$ cat src/rtl/layer_addr_sequencer_pkg.sv
// Shared types and default sizing for the layer address sequencer.
// Optional bias read per neuron is enabled with LAYER_ADDR_BIAS_EN.
package nn_addr_pkg;

  typedef enum logic [1:0] {
    IDLE  = 2'd0,
    RUN   = 2'd1,
    DRAIN = 2'd2,
    DONE  = 2'd3
  } state_t;

  localparam int ADDR_W_DEF = 8;
  localparam int CNT_W_DEF  = 8;
  localparam int WR_LAT_DEF = 3;

endpackage

$ cat src/rtl/layer_addr_sequencer_if.sv
// Control, read-address and write-address bundle between sequencer and MAC side.
// The bias flag exists only when LAYER_ADDR_BIAS_EN is defined.
interface layer_addr_sequencer_if #(
  parameter int ADDR_W = 8,
  parameter int CNT_W  = 8
);
  logic              start;
  logic [CNT_W-1:0]  n_in;
  logic [CNT_W-1:0]  n_out;
  logic [ADDR_W-1:0] w_base;
  logic [ADDR_W-1:0] nr_base;
  logic [ADDR_W-1:0] nw_base;
  logic              rd_ready;
  logic              busy;
  logic              done;
  logic              rd_valid;
  logic [ADDR_W-1:0] weight_addr;
  logic [ADDR_W-1:0] neuro_addr;
  logic              first;
  logic              last;
  logic              wr_en;
  logic [ADDR_W-1:0] wr_addr;
`ifdef LAYER_ADDR_BIAS_EN
  logic              bias;
`endif

  modport master (
    input  start, n_in, n_out, w_base, nr_base, nw_base, rd_ready,
    output busy, done, rd_valid, weight_addr, neuro_addr, first, last,
`ifdef LAYER_ADDR_BIAS_EN
    output bias,
`endif
    output wr_en, wr_addr
  );

  modport slave (
    output start, n_in, n_out, w_base, nr_base, nw_base, rd_ready,
    input  busy, done, rd_valid, weight_addr, neuro_addr, first, last,
`ifdef LAYER_ADDR_BIAS_EN
    input  bias,
`endif
    input  wr_en, wr_addr
  );
endinterface

$ cat src/rtl/layer_addr_sequencer_wr_delay_line.sv
// Fixed-latency valid+neuron-index shift line feeding the result write strobe.
// empty means nothing remains behind the stage currently driving the output.
module wr_delay_line #(
  parameter int DEPTH = 3,
  parameter int IDX_W = 8
) (
  input  logic             clk,
  input  logic             reset,
  input  logic             push,
  input  logic [IDX_W-1:0] push_idx,
  output logic             out_vld,
  output logic [IDX_W-1:0] out_idx,
  output logic             empty
);
  logic [DEPTH-1:0]            vld_pipe;
  logic [DEPTH-1:0][IDX_W-1:0] idx_pipe;

  always_ff @(posedge clk or posedge reset) begin
    if (reset) begin
      vld_pipe <= '0;
      idx_pipe <= '0;
    end else begin
      vld_pipe[0] <= push;
      idx_pipe[0] <= push_idx;
      for (int k = 1; k < DEPTH; k++) begin
        vld_pipe[k] <= vld_pipe[k-1];
        idx_pipe[k] <= idx_pipe[k-1];
      end
    end
  end

  assign out_vld = vld_pipe[DEPTH-1];
  assign out_idx = idx_pipe[DEPTH-1];

  // Ignoring the output stage lets DONE follow the final write by one cycle.
  always_comb begin
    empty = !push;
    for (int k = 0; k < DEPTH - 1; k++)
      if (vld_pipe[k]) empty = 1'b0;
  end
endmodule

$ cat src/rtl/layer_addr_sequencer.sv
// Per-layer weight/neuron read address sequencer with delayed result writes.
// Define LAYER_ADDR_BIAS_EN to add one bias read (and the bias flag) per neuron.
module layer_addr_sequencer
  import nn_addr_pkg::*;
#(
  parameter int ADDR_W = ADDR_W_DEF,
  parameter int CNT_W  = CNT_W_DEF,
  parameter int WR_LAT = WR_LAT_DEF
) (
  input logic clk,
  input logic reset,
  layer_addr_sequencer_if.master bus
);
  localparam int WW = 2 * CNT_W;
  localparam int SW = (ADDR_W > WW) ? ADDR_W : WW;

  state_t            state;
  logic [CNT_W-1:0]  n_in_q, n_out_q, i_cnt, j_cnt;
  logic [WW-1:0]     w_cnt;
  logic [ADDR_W-1:0] w_base_q, nr_base_q, nw_base_q;
  logic              rd_valid_q, busy_q, done_q;
  logic              i_last, j_last, empty_layer, accept, push;
  logic              dl_vld, dl_empty;
  logic [CNT_W-1:0]  dl_idx;

`ifdef LAYER_ADDR_BIAS_EN
  assign i_last      = (i_cnt == n_in_q);
  assign empty_layer = (bus.n_out == '0);
`else
  assign i_last      = (i_cnt == n_in_q - CNT_W'(1));
  assign empty_layer = (bus.n_in == '0) || (bus.n_out == '0);
`endif
  assign j_last = (j_cnt == n_out_q - CNT_W'(1));
  assign accept = rd_valid_q & bus.rd_ready;
  assign push   = accept & i_last;

  always_ff @(posedge clk or posedge reset) begin
    if (reset) begin
      state      <= IDLE;
      n_in_q     <= '0;
      n_out_q    <= '0;
      w_base_q   <= '0;
      nr_base_q  <= '0;
      nw_base_q  <= '0;
      i_cnt      <= '0;
      j_cnt      <= '0;
      w_cnt      <= '0;
      rd_valid_q <= 1'b0;
      busy_q     <= 1'b0;
      done_q     <= 1'b0;
    end else begin
      case (state)
        IDLE: if (bus.start) begin
          n_in_q    <= bus.n_in;
          n_out_q   <= bus.n_out;
          w_base_q  <= bus.w_base;
          nr_base_q <= bus.nr_base;
          nw_base_q <= bus.nw_base;
          i_cnt     <= '0;
          j_cnt     <= '0;
          w_cnt     <= '0;
          if (empty_layer) begin
            state  <= DONE;
            done_q <= 1'b1;
          end else begin
            state      <= RUN;
            busy_q     <= 1'b1;
            rd_valid_q <= 1'b1;
          end
        end
        RUN: if (accept) begin
          w_cnt <= w_cnt + WW'(1);
          if (i_last) begin
            i_cnt <= '0;
            j_cnt <= j_cnt + CNT_W'(1);
            if (j_last) begin
              state      <= DRAIN;
              rd_valid_q <= 1'b0;
            end
          end else begin
            i_cnt <= i_cnt + CNT_W'(1);
          end
        end
        DRAIN: if (dl_empty) begin
          state  <= DONE;
          busy_q <= 1'b0;
          done_q <= 1'b1;
        end
        default: begin
          state  <= IDLE;
          done_q <= 1'b0;
        end
      endcase
    end
  end

  wr_delay_line #(.DEPTH(WR_LAT), .IDX_W(CNT_W)) u_wr_dl (
    .clk      (clk),
    .reset    (reset),
    .push     (push),
    .push_idx (j_cnt),
    .out_vld  (dl_vld),
    .out_idx  (dl_idx),
    .empty    (dl_empty)
  );

  assign bus.busy        = busy_q;
  assign bus.done        = done_q;
  assign bus.rd_valid    = rd_valid_q;
  assign bus.first       = rd_valid_q & (i_cnt == '0);
  assign bus.last        = rd_valid_q & i_last;
  // Sum at full counter width then truncate: wraps modulo 2^ADDR_W.
  assign bus.weight_addr = ADDR_W'(SW'(w_base_q) + SW'(w_cnt));
`ifdef LAYER_ADDR_BIAS_EN
  assign bus.bias        = rd_valid_q & i_last;
  assign bus.neuro_addr  = i_last ? nr_base_q : nr_base_q + ADDR_W'(i_cnt);
`else
  assign bus.neuro_addr  = nr_base_q + ADDR_W'(i_cnt);
`endif
  assign bus.wr_en       = dl_vld;
  assign bus.wr_addr     = dl_vld ? nw_base_q + ADDR_W'(dl_idx) : '0;
endmodule

$ cat src/flat_wrapper.sv
// flat-port wrapper written by rule: the top's interface ports become plain ports
module layer_addr_sequencer_flat import nn_addr_pkg::*;
#(
  parameter int ADDR_W = ADDR_W_DEF,
  parameter int CNT_W  = CNT_W_DEF,
  parameter int WR_LAT = WR_LAT_DEF
)
  (clk, reset, bus_start, bus_n_in, bus_n_out, bus_w_base, bus_nr_base, bus_nw_base, bus_rd_ready, bus_busy, bus_done, bus_rd_valid, bus_weight_addr, bus_neuro_addr, bus_first, bus_last, bus_wr_en, bus_wr_addr);
  layer_addr_sequencer_if #(.ADDR_W(ADDR_W), .CNT_W(CNT_W)) bus_i ();
  input logic clk;
  input logic reset;
  input wire logic [$bits(bus_i.start)-1:0] bus_start;
  input wire logic [$bits(bus_i.n_in)-1:0] bus_n_in;
  input wire logic [$bits(bus_i.n_out)-1:0] bus_n_out;
  input wire logic [$bits(bus_i.w_base)-1:0] bus_w_base;
  input wire logic [$bits(bus_i.nr_base)-1:0] bus_nr_base;
  input wire logic [$bits(bus_i.nw_base)-1:0] bus_nw_base;
  input wire logic [$bits(bus_i.rd_ready)-1:0] bus_rd_ready;
  output wire logic [$bits(bus_i.busy)-1:0] bus_busy;
  output wire logic [$bits(bus_i.done)-1:0] bus_done;
  output wire logic [$bits(bus_i.rd_valid)-1:0] bus_rd_valid;
  output wire logic [$bits(bus_i.weight_addr)-1:0] bus_weight_addr;
  output wire logic [$bits(bus_i.neuro_addr)-1:0] bus_neuro_addr;
  output wire logic [$bits(bus_i.first)-1:0] bus_first;
  output wire logic [$bits(bus_i.last)-1:0] bus_last;
  output wire logic [$bits(bus_i.wr_en)-1:0] bus_wr_en;
  output wire logic [$bits(bus_i.wr_addr)-1:0] bus_wr_addr;
  assign bus_i.start = bus_start;
  assign bus_i.n_in = bus_n_in;
  assign bus_i.n_out = bus_n_out;
  assign bus_i.w_base = bus_w_base;
  assign bus_i.nr_base = bus_nr_base;
  assign bus_i.nw_base = bus_nw_base;
  assign bus_i.rd_ready = bus_rd_ready;
  assign bus_busy = bus_i.busy;
  assign bus_done = bus_i.done;
  assign bus_rd_valid = bus_i.rd_valid;
  assign bus_weight_addr = bus_i.weight_addr;
  assign bus_neuro_addr = bus_i.neuro_addr;
  assign bus_first = bus_i.first;
  assign bus_last = bus_i.last;
  assign bus_wr_en = bus_i.wr_en;
  assign bus_wr_addr = bus_i.wr_addr;
  layer_addr_sequencer #(.ADDR_W(ADDR_W), .CNT_W(CNT_W), .WR_LAT(WR_LAT)) u_core (.clk(clk), .reset(reset), .bus(bus_i));
endmodule
$ cat config.mk
export PLATFORM = sky130hd
export DESIGN_NAME = layer_addr_sequencer_flat
export DESIGN_NICKNAME = d
export VERILOG_FILES = /design/src/rtl/layer_addr_sequencer_pkg.sv /design/src/rtl/layer_addr_sequencer_if.sv /design/src/rtl/layer_addr_sequencer_wr_delay_line.sv /design/src/rtl/layer_addr_sequencer.sv /design/src/flat_wrapper.sv
export SDC_FILE = /design/constraint.sdc
export NUM_CORES = 1
export LEC_CHECK = 0
export BUFFER_PORTS_ARGS = -buffer_cell sky130_fd_sc_hd__buf_2
export CAP_MARGIN = 20
export CORE_AREA = 2 2 128 80
export CTS_BUF_LIST = sky130_fd_sc_hd__clkbuf_4
export DETAILED_ROUTE_END_ITERATION = 10
export DIE_AREA = 0 0 130 82
export PLACE_DENSITY = 0.74
export SYNTH_ARGS = -nofsm -noshare
export SYNTH_HDL_FRONTEND = slang
export SYNTH_SLANG_ARGS = --single-unit
$ cat constraint.sdc
create_clock -name clk -period 3.9 [get_ports clk]
set_input_delay 0.585 -clock clk [delete_from_list [all_inputs] [get_ports clk]]
set_output_delay 0.585 -clock clk [all_outputs]
set_load 0.01 [all_outputs]
==> results of run 1 <==
## flip-flops by register name (all words and copies together) (netlist names)
name	cells
u_core.u_wr_dl.idx_pipe	16
u_core.i_cnt	8
u_core.j_cnt	8
u_core.n_in_q	8
u_core.n_out_q	8
u_core.nr_base_q	8
u_core.nw_base_q	8
u_core.u_wr_dl.out_idx	8
u_core.w_base_q	8
u_core.w_cnt	8
u_core.u_wr_dl.vld_pipe	3
u_core.state	2
u_core.bus.busy	1
u_core.bus.done	1
u_core.bus.rd_valid	1
## routing by layer
layer,up-vias,GRT usage [%]
met4,0,5.914
met1,1763,30.38
met3,4,4.625
met5,-,0
li1,1769,-
met2,102,31.26
## layout make-up
class                           count  area [sq um]  area share (%)
Clock buffer                        9         67.56           1.180
Clock inverter                      7         53.80          0.9393
Inverter                           26         98.84           1.726
Multi-Input combinational cell    332          2549           44.50
Sequential cell                    96          2402           41.94
Tap cell                          135         168.9           2.949
Timing Repair Buffer               76         387.9           6.772
## power by group
part / internal (W) / switching, W
clock: 0.000137 / 0.000342
combinational: 0.000840 / 0.000887
sequential: 0.00127 / 0.000293
total: 0.00225 / 0.00152
## how the worst max path moves through the flow
stage / cells past startpoint / endpoint / start / slack, ns
global route: 8 / bus_last / u_core.n_in_q[0] / 0.23
floorplan: 1 / u_core.bus.busy / reset / 0.81
detailed placement: 9 / u_core.j_cnt[2] / u_core.n_in_q[0] / 0.78
CTS: 8 / bus_last / u_core.n_in_q[0] / 0.32
global placement: 9 / u_core.j_cnt[2] / u_core.n_in_q[0] / 0.87
finish: 8 / bus_last / u_core.n_in_q[0] / 0.39
## worst reg2reg max path, stage by stage, from the launching register on
cell,delay [ns]
dfrtp_1,0.45
inv_1,0.07
ha_1,0.16
or3b_1,0.39
nor3_1,0.20
xnor2_1,0.08
or4_1,0.78
a21oi_2,0.55
a21oi_1,0.13
a31o_2,0.23
## per-stage QoR
step	utilization [%]	std cells	hold WS (ns)
floorplan	-	473	0.3312
global placement	58.62	665	0.3322
detailed placement	58.62	665	0.3347
CTS	59.89	681	0.1518
global route	59.89	681	0.1717
finish	59.89	681	0.1678
## Yosys cell counts (all sizes together) (8+ instances only)
cell,instances,area [sq um]
dfrtp,96,2402
mux2,40,450.4
nor2,34,127.6
xnor2,33,289.0
ha,31,387.9
a21oi,28,143.9
inv,26,97.59
nand2,24,90.09
xor2,23,201.4
clkbuf,17,63.81
o21ai,14,70.07
and2,10,62.56
nand3,10,50.05
o21bai,9,67.56
nor4,8,50.05
## kinds of logic after synthesis
| family | share of synthesized area, % |
|---|---|
| adders and majority gates | 8.734 |
| xor gates and xnor gates | 9.563 |
| DFF | 46.84 |
| buffers and inverters | 3.513 |
| AOI/OAI and AO/OA | 9.686 |
| and+or+nand+nor | 12.10 |
| muxes | 9.563 |
==> metrics, run 1 <==
r2r startpoint=u_core.n_in_q[0]; Final Hold Violating Endpoints=0; vias in the first global route=3422; Post-synth EDFFs=0; Post-Route Setup TNS=0 ns; Fillers=811; area of the die=10660 sq um; Yosys cell types=48; dpl hpwl=7651 um; Top Ports=74; total CTS buffers=9; Core Area=9564 sq um; Detailed Routing Iterations Pass 1=5; Routed WL per cell=15.01 um; slowest stage delay, CP=0.78 ns; via count=3638; Slew Viols, Final=0; first-pass GRT wire length=17020 um; Hold Buf Count CTS=0; minimum clock period=3.513 ns; RSZ-0062 raised after global routing=false; fin nets=619; CP Class=reg -> out; via density per instance=5.342; Max-Cap Viols=0; WL met3=645 um; Leakage=2.797 nW; layout cells sized above 1=26.37%; Final Setup Violations=0; DP Worst Slack=0.7750 ns; fmax=284.6 MHz; setup repair bufs after CTS=0; commonest non-fill, non-tap cell in the layout=dfrtp_1; Post-DRT Antenna Nets=0; total global routing overflow=0; Critical path buffers and inverters=2; Max VDD drop=0.3603 mV; CTS tree=done; htree depth=3; Pwr Density=658.3 nW/um^2; critical path endpoint category=primary output; Die X=130 um; Ys Warns=0; insertion delay to the later sink of the worst-skew pair=0.44 ns; num rows=28; Worst path top cell family by delay=simple AND/OR/NAND/NOR gates; clock sink count=96; most used flip-flop cell after synthesis=dfrtp_1; Worst Path Arrival=2.93 ns; worst hold-check path type=in -> async; DRC=0; Pwr Total=0.003771 W; total wire length=10220 um; Layout Cell Area excl Fill=5728 sq um; worst-path fanout max=11; Layout area overhead=11.69%; Die Y-Extent=82 um; wl on met1=5074 um; most frequent cells in the layout=dfrtp_1, buf_2, mux2_2; Post-CTS Resized=0; R2R Setup Slk=0.76 ns; critical path launch point type=flip-flop; Syn Std Cell Area=5129 sq um; setup ws final=0.3868 ns; 1st-iter DRT viols=328; CP max stage cell=or4_1; port bufs=73; placer congestion estimate=0.8600; Mapped Cells=473; antenna cells=0; Synth Area per Inst=10.84 sq um; placed cell area=5607 sq um; clock buffer depth=2; slew margin rel.=46.04%; Seq/Total Area, Yosys=46.84%; Final Skew=0.01622 ns; Mapped Nets=551; status=complete, no violations; CTS Root Cell=clkbuf_4; top routing layer in use=met4; CP Cell Sequence=inv_1, ha_1, or3b_1, nor3_1, xnor2_1, or4_1, nor2_1, buf_2; worst reg2reg endpoint=u_core.j_cnt[7]; largest net degree at the start of global routing=45; CP required=3.31 ns; DR WL met2=4450 um; Least-Margin Pin Slew=0.8065 ns; final worst path period share=90.08%; initial antenna violation count=0; Initial Util=53.62%; Seq cells post-synth=96; clock transition at the registers of the reported paths=0.15 ns; Total GRT Usage=20.80%; fraction of registers with async set/reset=100.0%; Reg2Reg Depth=9
Note: power is estimated with default switching activity, not from simulation.
==> run 2: changes to the inputs <==
--- a/config.mk
+++ b/config.mk
@@ -12,6 +12,7 @@
 export DETAILED_ROUTE_END_ITERATION = 10
 export DIE_AREA = 0 0 130 82
 export PLACE_DENSITY = 0.74
+export SETUP_SLACK_MARGIN = 0.5
 export SYNTH_ARGS = -nofsm -noshare
 export SYNTH_HDL_FRONTEND = slang
 export SYNTH_SLANG_ARGS = --single-unit
==> run 2 against run 1 <==
Compared with the run above:
- critical path depth stayed put
- highest routed layer unchanged
- largest power group unchanged
- worst hold slack got worse by 0.0052 ns
- cell area rose by 0.33%
- core utilization increased by 0.20 points
- sequential cell count unchanged
- sequential share of layout area decreased by 0.14 points
==> metrics, run 2 (synthesis gave the netlist of run 1 again) <==
total wire length=10270 um; Worst Path Arrival=2.61 ns; Core Area=9564 sq um; Slew Viols, Final=0; CP required=3.31 ns; fin nets=621; commonest non-fill, non-tap cell in the layout=dfrtp_1; total CTS buffers=9; CP max stage cell=or4_4; placer congestion estimate=0.8600; Die X=130 um; slew margin rel.=46.67%; minimum clock period=3.196 ns; Pwr Density=658.1 nW/um^2; clock sink count=96; worst hold-check path type=in -> async; slowest stage delay, CP=0.54 ns; Hold Buf Count CTS=0; Final Skew=0.01892 ns; Top Ports=74; Post-DRT Antenna Nets=0; status=complete, no violations; initial antenna violation count=0; Max-Cap Viols=0; Initial Util=53.62%; DRC=0; critical path launch point type=flip-flop; total global routing overflow=0; Detailed Routing Iterations Pass 1=4; dpl hpwl=7651 um; most frequent cells in the layout=dfrtp_1, buf_2, mux2_2; max FFs per register=16; CP Cell Sequence=inv_1, ha_1, or3b_1, nor3_1, xnor2_1, or4_4, nor2_1, buf_2; Total GRT Usage=20.78%; Worst path top cell family by delay=simple AND/OR/NAND/NOR gates; CTS tree=done; area of the die=10660 sq um; htree depth=3; layout cells sized above 1=26.82%; antenna cells=0; CP Class=reg -> out; fmax=312.9 MHz; via density per instance=5.329; RSZ-0062 raised after global routing=false; largest net degree at the start of global routing=45; worst-path fanout max=5; placed cell area=5607 sq um; Final Hold Violating Endpoints=0; Max VDD drop=0.3613 mV; R2R Setup Slk=0.91 ns; Leakage=2.807 nW; Critical path buffers and inverters=2; Post-Place Cells=665; first-pass GRT wire length=17010 um; final std cells w/o fill=683; Most flops, register=u_core.u_wr_dl.idx_pipe; Pwr Total=0.003782 W; Layout Cell Area excl Fill=5747 sq um; Layout area overhead=12.05%; clock buffer depth=2; Routed WL per cell=15.04 um; clock transition at the registers of the reported paths=0.15 ns; Post-Route Setup TNS=0 ns; critical path endpoint category=primary output; insertion delay to the later sink of the worst-skew pair=0.46 ns; via count=3640; CTS Root Cell=clkbuf_4; Die Y-Extent=82 um; vias in the first global route=3419; Final Setup Violations=0; final worst path period share=81.95%; 1st-iter DRT viols=333; port bufs=73; num rows=28; Least-Margin Pin Slew=0.7969 ns
[run 2: cell types whose count changed in the layout (fill, tap and decap cells not counted), sizes merged]
cell | previous run | this run
buf | 76 | 78
[run 2: area by class of cell]
class | count | area, sq um
Timing Repair Buffer | 78 | 402.9
Clock buffer | 9 | 67.56
Inverter | 26 | 98.84
Tap cell | 135 | 168.9
Fill cell | 810 | 3817
Multi-Input combinational cell | 332 | 2552
Sequential cell | 96 | 2402
Clock inverter | 7 | 53.80
[run 2: per-stage QoR]
step                      util (%)  hold WS [ns]  setup slack, ns
after floorplan                  -        0.3312           0.8096
after global placement       58.62        0.3322           0.8727
after detailed placement     58.62        0.3347           0.7750
after CTS                    59.93        0.1518           0.5095
after global routing         60.09        0.1717           0.5546
final                        60.09        0.1626           0.7041
[run 2: worst paths after layout]
| check | cells past startpoint | to | startpoint |
|---|---|---|---|
| min | 2 | u_core.nw_base_q[0] | reset |
| min reg2reg | 0 | u_core.u_wr_dl.out_idx[2] | u_core.u_wr_dl.idx_pipe[10] |
| max in group asynchronous | 3 | u_core.state[1] | reset |
| max | 8 | bus_last | u_core.n_in_q[0] |
| min in group clk | 2 | u_core.w_base_q[4] | bus_w_base[4] |
| max reg2reg | 10 | u_core.j_cnt[7] | u_core.n_in_q[0] |
[run 2: per-layer routing]
metal	vias to the layer above	track usage (%)	wire, um
li1	1775	-	-
met2	94	31.26	4384
met1	1760	30.34	5210
met3	11	4.625	562
met5	-	0	0
met4	0	5.914	114
[run 2: worst reg2reg max path: cells and delay by family (launching register included)]
family / cells / cell delay, ns
XOR/XNOR: 1 / 0.09
buffers and inverters: 2 / 0.25
flip-flops: 1 / 0.45
AND/OR/NAND/NOR: 3 / 1.13
adder cells (fa/ha/maj): 1 / 0.16
AO/OA/AOI/OAI: 3 / 0.81
[run 2: timing repair]
action / in CTS / in global routing
setup endpoints to repair: 1 / 1
hold endpoints to repair: 0 / 0
cloned: 0 / 0
buffers inserted: 0 / 2
resized for setup: 1 / 0
pin swaps: 0 / 1
[run 2: report_power, final]
| group | internal, W | leakage [nW] | switching, W |
|---|---|---|---|
| Clock | 0.000137 | 0.0658 | 0.000347 |
| Sequential | 0.00127 | 1.24 | 0.000294 |
| Combinational | 0.000843 | 1.50 | 0.000889 |
| Total | 0.00225 | 2.81 | 0.00153 |
